$ cat src/rtl/bht_counter_update.sv
// Branch history table: 2-bit saturating counters with combinational lookup,
// execute-stage writeback, mispredict pulse and saturating statistics.
module bht_counter_update #(
    parameter int INDEX_W = 4,
    parameter int CNT_W   = 16
) (
    input  logic               clk,
    input  logic               rst_n,
    input  logic [INDEX_W-1:0] lookup_idx,
    output logic [1:0]         n_taken_data,
    input  logic               upd_valid,
    input  logic [INDEX_W-1:0] upd_idx,
    input  logic               upd_taken,
    input  logic               upd_pred,
    output logic               mispredict,
    output logic [CNT_W-1:0]   branch_cnt,
    output logic [CNT_W-1:0]   mispred_cnt
);

    localparam int DEPTH = 1 << INDEX_W;

    logic [1:0]       bht_q [DEPTH];
    logic [1:0]       entry_d;
    logic             mispred_d;
    logic             mispred_q;
    logic [CNT_W-1:0] branch_d;
    logic [CNT_W-1:0] branch_q;
    logic [CNT_W-1:0] mcnt_d;
    logic [CNT_W-1:0] mcnt_q;

    // Lookup sees pre-update state; no bypass from the write port.
    assign n_taken_data = bht_q[lookup_idx];

    always_comb begin
        entry_d = bht_q[upd_idx];
        if (upd_taken) begin
            if (bht_q[upd_idx] != 2'b11) entry_d = bht_q[upd_idx] + 2'd1;
        end else begin
            if (bht_q[upd_idx] != 2'b00) entry_d = bht_q[upd_idx] - 2'd1;
        end
    end

    always_comb begin
        mispred_d = upd_valid & (upd_taken ^ upd_pred);
        branch_d  = branch_q;
        mcnt_d    = mcnt_q;
        if (upd_valid && branch_q != {CNT_W{1'b1}}) begin
            branch_d = branch_q + 1'b1;
        end
        if (mispred_d && mcnt_q != {CNT_W{1'b1}}) begin
            mcnt_d = mcnt_q + 1'b1;
        end
    end

    always_ff @(posedge clk) begin
        if (!rst_n) begin
            for (int i = 0; i < DEPTH; i++) begin
                bht_q[i] <= 2'b01;
            end
            mispred_q <= 1'b0;
            branch_q  <= '0;
            mcnt_q    <= '0;
        end else begin
            if (upd_valid) begin
                bht_q[upd_idx] <= entry_d;
            end
            mispred_q <= mispred_d;
            branch_q  <= branch_d;
            mcnt_q    <= mcnt_d;
        end
    end

    assign mispredict  = mispred_q;
    assign branch_cnt  = branch_q;
    assign mispred_cnt = mcnt_q;

endmodule

$ cat config.mk
export PLATFORM = sky130hd
export DESIGN_NAME = bht_counter_update
export DESIGN_NICKNAME = d
export VERILOG_FILES = /design/src/rtl/bht_counter_update.sv
export SDC_FILE = /design/constraint.sdc
export NUM_CORES = 1
export LEC_CHECK = 0
export CAP_MARGIN = 20
export CORE_ASPECT_RATIO = 1.1
export CORE_MARGIN = 2
export CORE_UTILIZATION = 40
export DETAILED_ROUTE_END_ITERATION = 7
export GPL_ROUTABILITY_DRIVEN = 0
export PLACE_DENSITY_LB_ADDON = 0.12
export SETUP_SLACK_MARGIN = 0.05
export SYNTH_ARGS = -nofsm -noshare
export SYNTH_HDL_FRONTEND = slang
export SYNTH_SLANG_ARGS = --single-unit
$ cat constraint.sdc
create_clock -name clk -period 5.5 [get_ports clk]
set_input_delay 1.1 -clock clk [delete_from_list [all_inputs] [get_ports clk]]
set_output_delay 1.1 -clock clk [all_outputs]
set_load 0.05 [all_outputs]
==> summary.md <==
| Metric | Value |
|---|---|
| Pins Over Slew Limit | `0` |
| RSZ-0062 raised after global routing | `false` |
| Vias | `between 2k and 3k` |
| Worst hold stages | `2` |
| Placed cells | `474` |
| Die Y | `between 100 and 150 um` |
| Arr. time, crit path | `3.67 ns` |
| Combinational power share | `10.9%` |
| DR vias/cell | `roughly 5.4` |
| ANT nets after route | `0` |
| Clk sinks | `65` |
| Hold WS | `0.540 ns` |
| Initial Util | `around two fifths` |
| Cells after Synth | `~330` |
| Switch Pwr | `between 0.2 and 0.3 mW` |
| CP Launch Type | `input port` |
| Distinct cells, synth | `35` |
| DRT Wirelength | `around 7.5 mm` |
| Sequential fraction of the synthesis area | `47.9%` |
| Peak supply drop | `~0.00014 V` |
| Root buffer cell | `clkbuf_8` |
| Placed cell area | `3910 um^2` |
| Crit path max-delay family | `buffers and inverters` |
| Drt pass-1 iters | `4` |
| Die area | `~9200 um^2` |
| Core ar. | `a little over 8000 um^2` |
| Row count | `35` |
| TritonCTS buffer count | `9` |
| Max Clk Rate | `~0.21 GHz` |
| Cts hold-fix bufs | `0` |
| Worst Clk Skew | `between 0.009 and 0.01 ns` |
| R2r setup slk | `3.36 ns` |
| Tightest Hold Check Type | `flip-flop to flip-flop` |
| Hold Path Sink | `branch_cnt[12]` |
| Pint | `0.766 mW` |
| Fin worst setup slack | `roughly 0.73 ns` |
| RR Endpoint | `bht_q[1][0]` |
| Share of cells above drive strength 1 | `under 10%` |
| Crit-path cells | `clkdlybuf4s50_1, mux4_2, mux4_2, clkdlybuf4s50_1` |
| Warnings from Yosys | `0` |
| First-pass GRT wire length | `between 10 and 15 mm` |
| Register bit total from synthesis | `65` |
| P per Cell Area | `251 nW/um^2` |
| Reg power frac | `~51%` |
| Rel. slew slack | `36.9%` |
| Reg2Reg Depth | `5` |
| Iter 0 DRT Violations | `78` |
| CP max-delay cell | `clkdlybuf4s50_1` |
| Maxcap violations | `0` |
| Final setup TNS | `0 ns` |
| Total power | `slightly above 1 mW` |
| Synth Flop Type | `dfxtp_1` |
| Crit path kind | `input port to output pin` |
| Crit-path max cell delay | `roughly 0.81 ns` |
| Mapped cell area | `3380 um^2` |
| Post-synth net total | `346` |
| Clk pwr share | `between 30% and 40%` |
| GRT Util Overall | `roughly 17%` |
| Post_cts resized | `0` |
| Pin count of the biggest net entering global routing | `30` |
| Crit Reg-Reg Startpoint | `bht_q[3][1]` |
| H-tree Lvls | `3` |
| Min-delay src | `branch_cnt[12]` |
| Post-CTS setup-driven buffer insertion count | `0` |
| CP Capture Type | `output pin` |
| Sw Ratio | `around 26%` |
| Drc violations | `0` |
| Leakage | `1.30 nW` |
| Max clock buf depth | `2` |
| Post-synth EDFFs | `32` |
| Placement Setup Slack | `around 0.68 ns` |
| Die Width | `~92 um` |
| Number of global-route vias before repair | `2575` |
| Final Non-Filler Cells | `490` |
| # setup viols final | `0` |
| Outcome | `complete, no violations` |
| Area Growth Syn to Fin | `21.0%` |
| IO Count | `between 40 and 50` |
| Final net count | `389` |
| CP bufs+invs | `2` |
| CP required | `approximately 4.4 ns` |
| Final Cell Area | `4100 um^2` |
| Share of flip-flops with an asynchronous set or reset | `0%` |
| Syn avg cell area | `around 10 um^2` |
| DPL Wire Length | `around 5.3 mm` |
| Final Critical Period | `between 4 and 5 ns` |
| Grt ovf | `0` |
| Final Hold Viols | `0` |
| CTS tree | `yes` |
| Max FO, Critical Path | `8` |
| Average wire per standard cell | `roughly 15 um` |
| Worst skew pair latency | `0.34 ns` |
| Worst Tran Pin Value | `0.945 ns` |
| Final worst path period share | `between 80% and 90%` |
| CTS clock-pin slew for the worst setup and hold paths | `about 0.08 ns` |
| Initial antenna violation count | `0` |
| Final Core Density | `approximately half` |
| Antenna diodes | `0` |
| IO buf count | `47` |
power by group through the flow:
| stage | Sequential, mW | Combinational [mW] | Clock, mW |
|---|---|---|---|
| after detailed placement | 0.536 | 0.113 | 0 |
| after floorplan | 0.544 | 0.0703 | 0 |
| after global routing | 0.527 | 0.121 | 0.419 |
| after CTS | 0.525 | 0.113 | 0.402 |
| final | 0.525 | 0.112 | 0.391 |
| after global placement | 0.537 | 0.111 | 0 |
metal layers:
| metal | routed length, um | global-route usage (%) |
|---|---|---|
| met3 | 379 | 4.41 |
| met4 | 101 | 7.00 |
| met2 | 3670 | 28.9 |
| met1 | 3370 | 21.5 |
| met5 | 0 | 0 |
kinds of logic (layout without fill, tap and decap cells):
logic type      after synthesis  count (layout)  share of synthesized area (%)
compound gates               15              15                           2.59
xor+xnor                     27              27                           6.99
fa+ha+maj                     4               4                           1.41
buf+inv                      22              70                           3.25
flops                        65              65                           47.9
mux                          20              20                           12.6
simple gates                178             178                           25.3
registers in the layout, summed over array words and instances, names as in the netlist:
register	count
branch_cnt	16
mispred_cnt	16
bht_q	32
mispredict	1
layout by cell type, fill, tap and decap left out, drive strengths merged:
cell           count
and2               1
maj3               2
o311a              1
nand4             12
nand2             42
o211ai             1
ha                 2
nor2              51
dfxtp             33
and3               4
xor2              12
edfxtp            32
o21bai             1
clkbuf            10
xnor2             15
mux2i              2
bufinv             1
nand3             30
nand2b             5
mux4              18
or3                2
inv                7
a21oi              3
clkdlybuf4s50     47
nor4b              2
clkinvlp           2
o21ai              8
nor4               5
and4               5
nor3              12
nor3b              2
nor2b              5
a22oi              1
clkinv             3
tightest hold or removal path: stages (launching register included):
cell     delay [ns]
dfxtp_1        0.36
xor2_1         0.07
nor2_1         0.07
layout make-up:
type	instances	area, um^2
clock buffer	10	128
clock inverter	6	58.8
fill	769	4180
inverter	7	26.3
multi-input combinational	244	1650
sequential	65	1620
tap	111	139
timing repair buffer	47	470
worst max path at each step:
| stage | from | end | depth (start not counted) |
|---|---|---|---|
| 2_1_floorplan | lookup_idx[0] | n_taken_data[0] | 3 |
| 3_3_place_gp | lookup_idx[0] | n_taken_data[1] | 4 |
| 3_5_place_dp | lookup_idx[0] | n_taken_data[1] | 4 |
| 4_1_cts | lookup_idx[0] | n_taken_data[1] | 4 |
| 5_1_grt | lookup_idx[0] | n_taken_data[1] | 4 |
| 6_report | lookup_idx[0] | n_taken_data[1] | 4 |
cell usage after synthesis, types with 5 or more instances:
library cell	n	share of area [%]
and4_1	5	1.3
nand3_1	30	4.4
nor4_1	5	0.92
inv_1	7	0.78
xnor2_1	15	3.9
nand2_1	42	4.7
nand4_1	12	2.2
dfxtp_1	33	20
nand2b_1	5	0.92
xor2_1	12	3.1
mux4_2	18	12
o21ai_0	7	1.0
edfxtp_1	32	28
nor2b_1	5	0.92
nor2_1	51	5.7
nor3_1	12	1.8
clkbuf_1	10	1.1
(Power assumes the default switching activity.)
